===== src/rtl/winograd_pkg.sv =====
// Shared constants, FSM state encoding and tile-count helper for the Winograd
// F(2x2,3x3) feature-map scheduler.
package winograd_pkg;

  localparam int TILE   = 4;
  localparam int STRIDE = 2;

  typedef enum logic [1:0] {
    IDLE  = 2'd0,
    LOAD  = 2'd1,
    READ  = 2'd2,
    DRAIN = 2'd3
  } state_e;

  function automatic int tiles_per_dim(input int n);
    return (n - 2) / STRIDE;
  endfunction

endpackage


===== src/rtl/tile_out_fifo.sv =====
// Two-entry output FIFO carrying a tile element plus its tile/frame tags.
module tile_out_fifo #(
  parameter int DATA_W = 16
) (
  input  logic              clk,
  input  logic              rst_n,
  input  logic              push,
  input  logic [DATA_W-1:0] push_data,
  input  logic              push_tile_last,
  input  logic              push_frame_last,
  input  logic              pop,
  output logic [DATA_W-1:0] head_data,
  output logic              head_tile_last,
  output logic              head_frame_last,
  output logic              valid,
  output logic [1:0]        count
);

  logic [DATA_W-1:0] data_reg [2];
  logic [1:0]        tags_reg [2];
  logic              wr_ptr_reg;
  logic              rd_ptr_reg;
  logic [1:0]        count_reg;
  logic              do_pop;

  assign do_pop = pop && (count_reg != 2'd0);

  for (genvar gi = 0; gi < 2; gi++) begin : g_entry
    always_ff @(posedge clk or negedge rst_n) begin
      if (!rst_n) begin
        data_reg[gi] <= '0;
        tags_reg[gi] <= '0;
      end else if (push && (wr_ptr_reg == 1'(gi))) begin
        data_reg[gi] <= push_data;
        tags_reg[gi] <= {push_tile_last, push_frame_last};
      end
    end
  end

  always_ff @(posedge clk or negedge rst_n) begin
    if (!rst_n) begin
      wr_ptr_reg <= 1'b0;
      rd_ptr_reg <= 1'b0;
      count_reg  <= 2'd0;
    end else begin
      if (push)   wr_ptr_reg <= ~wr_ptr_reg;
      if (do_pop) rd_ptr_reg <= ~rd_ptr_reg;
      count_reg <= count_reg + {1'b0, push} - {1'b0, do_pop};
    end
  end

  // The upstream read credit must make an overflowing push impossible.
  assert property (@(posedge clk) disable iff (!rst_n) !(push && (count_reg == 2'd2)));

  assign valid           = (count_reg != 2'd0);
  assign count           = count_reg;
  assign head_data       = data_reg[rd_ptr_reg];
  assign head_tile_last  = valid && tags_reg[rd_ptr_reg][1];
  assign head_frame_last = valid && tags_reg[rd_ptr_reg][0];

endmodule


===== src/rtl/winograd_tile_scheduler.sv =====
// Loads one frame into the feature-map RAM, then replays it as overlapping
// 4x4 stride-2 tiles toward the Winograd input transform.
module winograd_tile_scheduler
  import winograd_pkg::*;
#(
  parameter int IMG_W  = 16,
  parameter int IMG_H  = 16,
  parameter int DATA_W = 16,
  parameter int ADDR_W = 10
) (
  input  logic              clock,
  input  logic              reset,
  input  logic              io_start,
  input  logic [DATA_W-1:0] io_in_data,
  input  logic              io_in_valid,
  output logic              io_in_ready,
  output logic [DATA_W-1:0] io_out_data,
  output logic              io_out_valid,
  input  logic              io_out_ready,
  output logic              io_out_tile_last,
  output logic              io_out_frame_last,
  output logic              io_busy,
  output logic              io_done,
  output logic [ADDR_W-1:0] io_ram_in_addr,
  output logic [DATA_W-1:0] io_ram_dataIn,
  output logic              io_ram_input_valid,
  output logic [ADDR_W-1:0] io_ram_output_addr,
  output logic              io_ram_output_valid,
  input  logic [DATA_W-1:0] io_ram_dataOut
);

  localparam int AW = ADDR_W + 2;
  localparam logic [ADDR_W-1:0] ADDR_ONE = ADDR_W'(1);
  localparam logic [ADDR_W-1:0] PIX_LAST = ADDR_W'(IMG_W * IMG_H - 1);
  localparam logic [ADDR_W-1:0] TR_LAST  = ADDR_W'(tiles_per_dim(IMG_H) - 1);
  localparam logic [ADDR_W-1:0] TC_LAST  = ADDR_W'(tiles_per_dim(IMG_W) - 1);
  localparam logic [1:0]        RC_LAST  = 2'(TILE - 1);

  if ((IMG_W * IMG_H > 960) || (IMG_W * IMG_H > (1 << ADDR_W))) begin : g_bad_size
    $error("winograd_tile_scheduler: frame does not fit the feature-map RAM");
  end
  if ((IMG_W < 4) || (IMG_H < 4) || (IMG_W % 2 != 0) || (IMG_H % 2 != 0)) begin : g_bad_dims
    $error("winograd_tile_scheduler: frame dimensions must be even and >= 4");
  end

  state_e            state_reg;
  logic [ADDR_W-1:0] wr_addr_reg;
  logic [ADDR_W-1:0] tr_reg, tc_reg;
  logic [1:0]        r_reg, c_reg;
  logic              inflight_reg, inflight_tile_last_reg, inflight_frame_last_reg;

  logic              wr_en, last_write, rd_en, pop, drain_done;
  logic              tile_last_rd, frame_last_rd;
  logic              fifo_valid;
  logic [1:0]        fifo_count;
  logic [2:0]        credit_used;
  logic [AW-1:0]     row_full, col_full, rd_addr_full;

  assign io_in_ready = (state_reg == LOAD);
  assign wr_en       = io_in_valid && io_in_ready;
  assign last_write  = wr_en && (wr_addr_reg == PIX_LAST);

  assign row_full     = (AW'(tr_reg) << 1) + AW'(r_reg);
  assign col_full     = (AW'(tc_reg) << 1) + AW'(c_reg);
  assign rd_addr_full = row_full * AW'(IMG_W) + col_full;

  assign tile_last_rd  = (r_reg == RC_LAST) && (c_reg == RC_LAST);
  assign frame_last_rd = tile_last_rd && (tr_reg == TR_LAST) && (tc_reg == TC_LAST);

  // A same-cycle pop frees its slot, so the credit sustains one read per cycle.
  assign pop         = fifo_valid && io_out_ready;
  assign credit_used = {1'b0, fifo_count} + {2'b0, inflight_reg} - {2'b0, pop};
  assign rd_en       = (state_reg == READ) && (credit_used < 3'd2);
  assign drain_done  = (state_reg == DRAIN) && (fifo_count == 2'd0) && !inflight_reg;

  always_ff @(posedge clock or negedge reset) begin
    if (!reset) begin
      state_reg               <= IDLE;
      wr_addr_reg             <= '0;
      tr_reg                  <= '0;
      tc_reg                  <= '0;
      r_reg                   <= '0;
      c_reg                   <= '0;
      inflight_reg            <= 1'b0;
      inflight_tile_last_reg  <= 1'b0;
      inflight_frame_last_reg <= 1'b0;
    end else begin
      inflight_reg            <= rd_en;
      inflight_tile_last_reg  <= tile_last_rd;
      inflight_frame_last_reg <= frame_last_rd;
      case (state_reg)
        IDLE: begin
          if (io_start) begin
            state_reg   <= LOAD;
            wr_addr_reg <= '0;
            tr_reg      <= '0;
            tc_reg      <= '0;
            r_reg       <= '0;
            c_reg       <= '0;
          end
        end
        LOAD: begin
          if (wr_en) begin
            wr_addr_reg <= wr_addr_reg + ADDR_ONE;
            if (last_write) state_reg <= READ;
          end
        end
        READ: begin
          if (rd_en) begin
            // Two-bit r/c wrap naturally from 3 back to 0.
            c_reg <= c_reg + 2'd1;
            if (c_reg == RC_LAST) begin
              r_reg <= r_reg + 2'd1;
              if (r_reg == RC_LAST) begin
                if (tc_reg == TC_LAST) begin
                  tc_reg <= '0;
                  tr_reg <= (tr_reg == TR_LAST) ? '0 : tr_reg + ADDR_ONE;
                end else begin
                  tc_reg <= tc_reg + ADDR_ONE;
                end
              end
            end
            if (frame_last_rd) state_reg <= DRAIN;
          end
        end
        DRAIN: begin
          if (drain_done) state_reg <= IDLE;
        end
        default: state_reg <= IDLE;
      endcase
    end
  end

  tile_out_fifo #(.DATA_W(DATA_W)) u_fifo (
    .clk             (clock),
    .rst_n           (reset),
    .push            (inflight_reg),
    .push_data       (io_ram_dataOut),
    .push_tile_last  (inflight_tile_last_reg),
    .push_frame_last (inflight_frame_last_reg),
    .pop             (pop),
    .head_data       (io_out_data),
    .head_tile_last  (io_out_tile_last),
    .head_frame_last (io_out_frame_last),
    .valid           (fifo_valid),
    .count           (fifo_count)
  );

  assign io_out_valid        = fifo_valid;
  assign io_busy             = (state_reg != IDLE);
  assign io_done             = drain_done;
  assign io_ram_input_valid  = wr_en;
  assign io_ram_in_addr      = wr_addr_reg;
  assign io_ram_dataIn       = wr_en ? io_in_data : '0;
  assign io_ram_output_valid = rd_en;
  assign io_ram_output_addr  = rd_addr_full[ADDR_W-1:0];

endmodule


===== config.mk =====
export PLATFORM = sky130hd
export DESIGN_NAME = winograd_tile_scheduler
export DESIGN_NICKNAME = d
export VERILOG_FILES = /design/src/rtl/winograd_pkg.sv /design/src/rtl/tile_out_fifo.sv /design/src/rtl/winograd_tile_scheduler.sv
export SDC_FILE = /design/constraint.sdc
export NUM_CORES = 1
export LEC_CHECK = 0
export ABC_AREA = 0
export CAP_MARGIN = 10
export CORE_MARGIN = 3
export CORE_UTILIZATION = 41
export CTS_CLUSTER_DIAMETER = 80
export DETAILED_ROUTE_END_ITERATION = 8
export GPL_TIMING_DRIVEN = 0
export PLACE_DENSITY_LB_ADDON = 0.25
export REMOVE_ABC_BUFFERS = 1
export SETUP_SLACK_MARGIN = 0.15
export SYNTH_ARGS = -nofsm -noshare
export SYNTH_HDL_FRONTEND = slang
export SYNTH_HIERARCHICAL = 1
export SYNTH_SLANG_ARGS = --single-unit
export TNS_END_PERCENT = 30

===== constraint.sdc =====
create_clock -name clock -period 3.6 [get_ports clock]
set_input_delay 0.9 -clock clock [delete_from_list [all_inputs] [get_ports clock]]
set_output_delay 0.9 -clock clock [all_outputs]
set_load 0.01 [all_outputs]

# ---- Word level (Yosys, flattened, before mapping)
# Cells that the tools add are included.
dict set report totals {
  register_bits 79
  output_inout_bits 60
  input_bits 37
}
dict set report classes {
  n_addsub 12
  eq_ne 17
  muxes 34
  magnitude_cmp 2
  n_reduce_logical 27
  n_bitwise 3
}
# op n
set op_table {}
lappend op_table {{2-to-1 mux 10 bit} 11}
lappend op_table {{2-to-1 mux 16 bit} 4}
lappend op_table {{case mux 10 bit (2 select lines)} 3}
lappend op_table {{adder 10 x 1 -> 10 bit (second input constant)} 3}
lappend op_table {{2-to-1 mux 2 bit} 13}
lappend op_table {{== test 10 x 3 -> 1 bit (second input constant)} 2}
lappend op_table {{logical AND 1 bit} 14}
lappend op_table {{inequality test 2 bit (second input constant)} 7}
lappend op_table {{AND reduction 6 bit} 2}
lappend op_table {{adder 10 bit} 1}
lappend op_table {{adder 10 x 2 -> 10 bit} 1}
lappend op_table {{== test 10 x 8 -> 1 bit (second input constant)} 1}
lappend op_table {{== test 2 bit (second input constant)} 4}
lappend op_table {{case mux 2 bit (2 select lines)} 2}
lappend op_table {{case mux 2 bit (4 select lines)} 1}
lappend op_table {{nonzero test 2 bit} 4}
lappend op_table {{adder 6 x 2 -> 6 bit} 1}
lappend op_table {{AND reduction 3 bit} 2}
lappend op_table {{AND reduction 5 bit} 1}
lappend op_table {{adder 2 x 1 -> 2 bit (second input constant)} 2}
lappend op_table {{zero test 2 bit} 2}
lappend op_table {{inequality test 2 x 1 -> 1 bit (second input constant)} 2}
lappend op_table {{AND reduction 4 bit} 1}
lappend op_table {{adder 2 x 1 -> 3 bit} 1}
lappend op_table {{other kinds (9)} 10}

# ---- Longest topological paths before layout
dict set report logic_depth {
  depth_word 7
  ltp_mapped 12
}

# ---- Modules after synthesis
# Netlist, hierarchy kept.
# module seq_area_each_um2 area_each_um2 cells_per_inst n_inst
set by_module_without_submodules {}
lappend by_module_without_submodules {winograd_tile_scheduler 975.9 2768.9 320 1}
lappend by_module_without_submodules {tile_out_fifo 1001.0 1805.5 115 1}

# ---- Worst setup path after synthesis
# OpenSTA, ideal clock, no wires.
dict set report synth_timing {
  path_kind {input to register}
  from {in io_out_ready}
  to {reg state_reg[1]}
  path_slack_ps 415
  arrival_time_ps 3057
  stages 9
  t_required_ps 3472
  path_cell_list {and2_1 -> ha_1 -> nand2b_1 -> fa_1 -> xnor2_1 -> and2_1 -> or3b_1 -> a21oi_2 -> mux2_1}
}
dict set report synth_between {
  elab_chain_len 6
}
# element line_no
set synth_rtl {}
lappend synth_rtl {{start, declared} winograd_tile_scheduler.sv:19} ;# input logic io_out_ready,
lappend synth_rtl {{logical AND 1 bit} winograd_tile_scheduler.sv:71} ;# assign pop = fifo_valid && io_out_ready;
lappend synth_rtl {{subtractor 3 x 1 -> 3 bit} winograd_tile_scheduler.sv:72} ;# assign credit_used = {1'b0, fifo_count} + {2'b0, inflight_reg} - {2'b0, pop};
lappend synth_rtl {{less-than comparator 3 x 2 -> 1 bit} winograd_tile_scheduler.sv:73} ;# assign rd_en = (state_reg == READ) && (credit_used < 3'd2);
lappend synth_rtl {{logical AND 1 bit} winograd_tile_scheduler.sv:73}
lappend synth_rtl {{inequality test 2 bit (no source line)} -}
lappend synth_rtl {{AND reduction 6 bit (no source line)} -}
lappend synth_rtl {{end signal, assigned} winograd_tile_scheduler.sv:78} ;# state_reg <= IDLE;
lappend synth_rtl {{end signal, assigned} winograd_tile_scheduler.sv:94} ;# state_reg <= LOAD;
lappend synth_rtl {{end signal, assigned} winograd_tile_scheduler.sv:105} ;# if (last_write) state_reg <= READ;
lappend synth_rtl {{end, declared} winograd_tile_scheduler.sv:46} ;# state_e state_reg;
# Every way passes these cells.
# A chain may end at the register's enable or synchronous reset.

# ---- Final worst setup path
dict set report layout_timing {
  from {reg tr_reg[0]}
  to {out io_ram_output_addr[9]}
}
dict set report layout_between {
  elab_chain_len 2
}
# element line_no
set layout_rtl {}
lappend layout_rtl {{start, declared} winograd_tile_scheduler.sv:48} ;# logic [ADDR_W-1:0] tr_reg, tc_reg;
lappend layout_rtl {{start signal, assigned} winograd_tile_scheduler.sv:117} ;# tr_reg <= (tr_reg == TR_LAST) ? '0 : tr_reg + ADDR_ONE;
lappend layout_rtl {{adder 6 x 2 -> 6 bit} winograd_tile_scheduler.sv:63} ;# assign row_full = (AW'(tr_reg) << 1) + AW'(r_reg);
lappend layout_rtl {{adder 10 bit} winograd_tile_scheduler.sv:65} ;# assign rd_addr_full = row_full * AW'(IMG_W) + col_full;
lappend layout_rtl {{end, declared} winograd_tile_scheduler.sv:27} ;# output logic [ADDR_W-1:0] io_ram_output_addr,
# Every way passes these cells.

==> results.md <==
* Final hold violation count at 0
* Final weighted congestion of routability-driven global placement at between 0.7 and 0.8
* DRC marker count from the first detailed-route iteration at 220
* Clk buf depth at 2
* Die width at 112 um
* Net switching share of the total power at about 37%
* Register area share after synthesis at between 40% and 50%
* Number of clock buffers inserted by TritonCTS at 9
* Number of antenna violations at the first check in global routing at 0
* Post-layout nets at 593
* Power consumption at around 4.2 mW
* Flip-flop and latch count after synthesis at 79
* Max VDD drop at between 0.3 and 0.4 mV
* Antenna cells at 0
* Share of the clock period used by the worst path at between 90 and 100%
* DRT Pass-1 Iters at 4
* Clk sinks at 79
* Reg area at 1980 sq um
* Post-placement cell count at between 600 and 700
* Initial core utilization at 43.1%
* Number of flip-flops in the largest register at 32
* Post-Route WL at between 10000 and 15000 um
* Worst clock skew at 0.00623 ns
* Floorplan row count at 37
* P_leak at between 2 and 3 nW
* Most common flop cell mapped by yosys: sky130_fd_sc_hd__dfrtp_1
* Area fraction of the dominant cell type after synthesis at between 40% and 50%
* Final count of pins violating max slew at 0
* First-pass GRT wire length at approximately 18000 um
* Aggregate global routing overflow at 0
* FMAX at roughly 300 MHz
* Cell types with the largest area share after synthesis: sky130_fd_sc_hd__dfrtp_1 (43%), sky130_fd_sc_hd__mux2_2 (10%), sky130_fd_sc_hd__ha_1 (6.3%), sky130_fd_sc_hd__xnor2_1 (4.0%), sky130_fd_sc_hd__mux2_4 (3.3%)
* Num ports at just under 100
* Number of non-filler instances in the completed layout at between 600 and 700
* Worst hold margin at ~0.43 ns
* Normalized max-slew margin at 20.9%
* Half-perimeter wire length of the detailed placement result at approximately 7300 um
* Port Buffer Count at 96
* Biggest area consumer among synthesized cells: sky130_fd_sc_hd__dfrtp_1
* Gate Count Post-Synth at 435
* Netlist area before placement at about 4600 sq um
* Average cell area after synthesis at 10.5 sq um
* Area of the multi-input gates at between 2000 and 2500 sq um
* CTS tree: yes
* Dominant cell type by count on the critical path: sky130_fd_sc_hd__ha_1
* Slowest stage cell on the critical path: sky130_fd_sc_hd__dfrtp_1
* Number of vias per cell after detailed routing at approximately 5.3
* Area added between synthesis and finish at 30.2%
* Clk_lat worst skew at roughly 0.35 ns
* Vias in the first global route at approximately 3600
* Worst Path Required at ~2.7 ns
* Unrepaired setup endpoints after global routing: yes
* Maximum fanout count along the critical path at 3
* Crit start category: register
* Final worst setup slack at 0.244 ns
* Setup violations, final at 0
* Clock Pin Slew Worst Setup and Hold Paths at ~0.090 ns
* Period minus WS final at roughly 3.4 ns
* Height of the die at 112 um
* Path category of the worst min-delay check: in2async
* Area of the placeable core at around 11000 sq um
* Fillers at 937
* Power share of the combinational group at about half
* Sequential group share of total power at 33.6%
* Least-Margin Pin Slew at ~1.2 ns
* Number of buffers added to fix hold violations after cts at 0
* Number of remaining DRC errors at 0
* # H-tree levels at 3
* Share of power burned in the clock network at 17.0%
* Critical Path, Cell by Cell: ha_1 > ha_1 > ha_2 > nor2_1 > a211oi_2 > a21o_1 > a21oi_1 > xnor2_1 > buf_2
* Number of synthesis warnings at 6
* Max-cap violations at 0
* Vias after detailed routing at around 3600
* Remaining antenna violation count at 0
* Crit-path max cell delay at 0.40 ns
* Type of destination of the critical path: primary output
* Post-detailed-route wirelength per cell at around 16 um
* Sum of negative setup slack at 0 ns
* Proportion of register bits with asynchronous set or reset after synthesis at 100%
* Root Buffer Master: sky130_fd_sc_hd__clkbuf_8
* Minimum setup slack after placement at -0.716 ns
* Switching power of the nets at 1.53 mW
* Cell Pwr Density at roughly 700 nW/um^2
* Share of post-route cells with drive strength above 1 at 19.6%
* Arr. time, crit path at 2.46 ns
* Pint at roughly 2.6 mW
* Tot GR Track Use at about 17%
* Number of enable-type register cells in the synthesized netlist at 0
* Count of cell types in the netlist at 53
* Total Die Area at ~12000 sq um
* Worst Setup Path Type: reg2out
* Outcome: complete, no violations
* Maximum number of pins on one net before global-route repair at approximately 60
## through the flow
step	util, %	instance area (sq um)
floorplan	-	4460
global placement	52.7	5590
detailed placement	53.0	5620
CTS	55.9	5920
global route	56.2	5960
finish	56.2	5960
## synth_stat cells (11+ instances only)
| master | count |
|---|---|
| sky130_fd_sc_hd__inv_1 | 21 |
| sky130_fd_sc_hd__o21ai_0 | 22 |
| sky130_fd_sc_hd__xnor2_1 | 21 |
| sky130_fd_sc_hd__dfrtp_1 | 79 |
| sky130_fd_sc_hd__nor2_1 | 29 |
| sky130_fd_sc_hd__nor4_1 | 11 |
| sky130_fd_sc_hd__nand2_1 | 20 |
| sky130_fd_sc_hd__ha_1 | 23 |
| sky130_fd_sc_hd__nand3_1 | 18 |
| sky130_fd_sc_hd__nor3_1 | 14 |
| sky130_fd_sc_hd__mux2_2 | 42 |
| sky130_fd_sc_hd__clkbuf_1 | 12 |
| sky130_fd_sc_hd__and3_1 | 18 |
## layout by cell type (no fill, tap or decap), types with 18 or more instances in the layout
cell type and n:
sky130_fd_sc_hd__xnor2_1 20, sky130_fd_sc_hd__nand3_1 18, sky130_fd_sc_hd__dfrtp_1 77, sky130_fd_sc_hd__inv_1 21
sky130_fd_sc_hd__nor2_1 28, sky130_fd_sc_hd__o21ai_0 22, sky130_fd_sc_hd__clkdlybuf4s50_1 88, sky130_fd_sc_hd__ha_1 21
sky130_fd_sc_hd__mux2_2 42, sky130_fd_sc_hd__nand2_1 20
## repair_timing
| action | CTS | global route |
|---|---|---|
| buffers inserted | 4 | 4 |
| pin swaps | 5 | 3 |
| endpoints found under the setup margin | 23 | 21 |
| gates cloned | 0 | 0 |
| hold endpoints to repair | 0 | 0 |
| gates resized for setup | 27 | 6 |
## cell families (layout without fill, tap and decap cells)
| family | count (synthesis) | count (layout) | share of synthesized area [%] |
|---|---|---|---|
| fa+ha+maj | 24 | 24 | 6.73 |
| mux | 56 | 56 | 14.5 |
| simple gates | 145 | 145 | 16.9 |
| buf+inv | 40 | 142 | 4.32 |
| xor+xnor | 26 | 26 | 4.98 |
| flops | 79 | 79 | 43.2 |
| compound gates | 65 | 65 | 9.33 |
## critical path: cells and delay by family, from the launching register on
kind | cells | cell delay [ns]
xor gates and xnor gates | 1 | 0.18
adders and majority gates | 3 | 0.86
and+or+nand+nor | 1 | 0.05
AOI/OAI and AO/OA | 3 | 0.44
DFF | 1 | 0.40
buffers and inverters | 1 | 0.16
## power groups by stage
| stage | sequential, mW | clock [mW] | combinational (mW) |
|---|---|---|---|
| finish | 1.40 | 0.709 | 2.05 |
| global route | 1.45 | 0.769 | 2.24 |
| detailed placement | 1.42 | 0 | 1.91 |
| CTS | 1.42 | 0.729 | 2.01 |
| global placement | 1.40 | 0 | 1.85 |
| floorplan | 1.36 | 0 | 1.17 |
## layer usage
layer / routed length (um) / part of all wire (%) / global-route usage [%] / up-vias
li1: - / - / - / 1758
met4: 34 / 0.32 / 2.68 / 0
met3: 413 / 3.9 / 4.08 / 2
met5: 0 / 0 / 0 / -
met1: 4850 / 46 / 23.4 / 1770
met2: 5280 / 50 / 29.1 / 69
## final cells by class
class	count	share of cell area, %
clock buffer	9	2.08
clock inverter	7	1.45
sequential	79	33.2
tap	136	2.86
multi-input combinational	316	41.6
timing repair buffer	105	17.5
inverter	21	1.32
## worst paths after layout
| path | start | end | slack [ns] | depth (start not counted) |
|---|---|---|---|---|
| max | tr_reg[0] | io_ram_output_addr[9] | 0.24 | 9 |
| min | reset | io_ram_in_addr[7] | 0.43 | 1 |
| max reg2reg | u_fifo/count[0] | state_reg[1] | 0.40 | 13 |
| min reg2reg | u_fifo/data_reg[10] | u_fifo/data_reg[10] | 0.51 | 1 |
| max in group asynchronous | reset | tr_reg[0] | 2.59 | 2 |
| min in group clock | u_fifo/data_reg[10] | u_fifo/data_reg[10] | 0.51 | 1 |
Note: power is estimated with default switching activity, not from simulation.
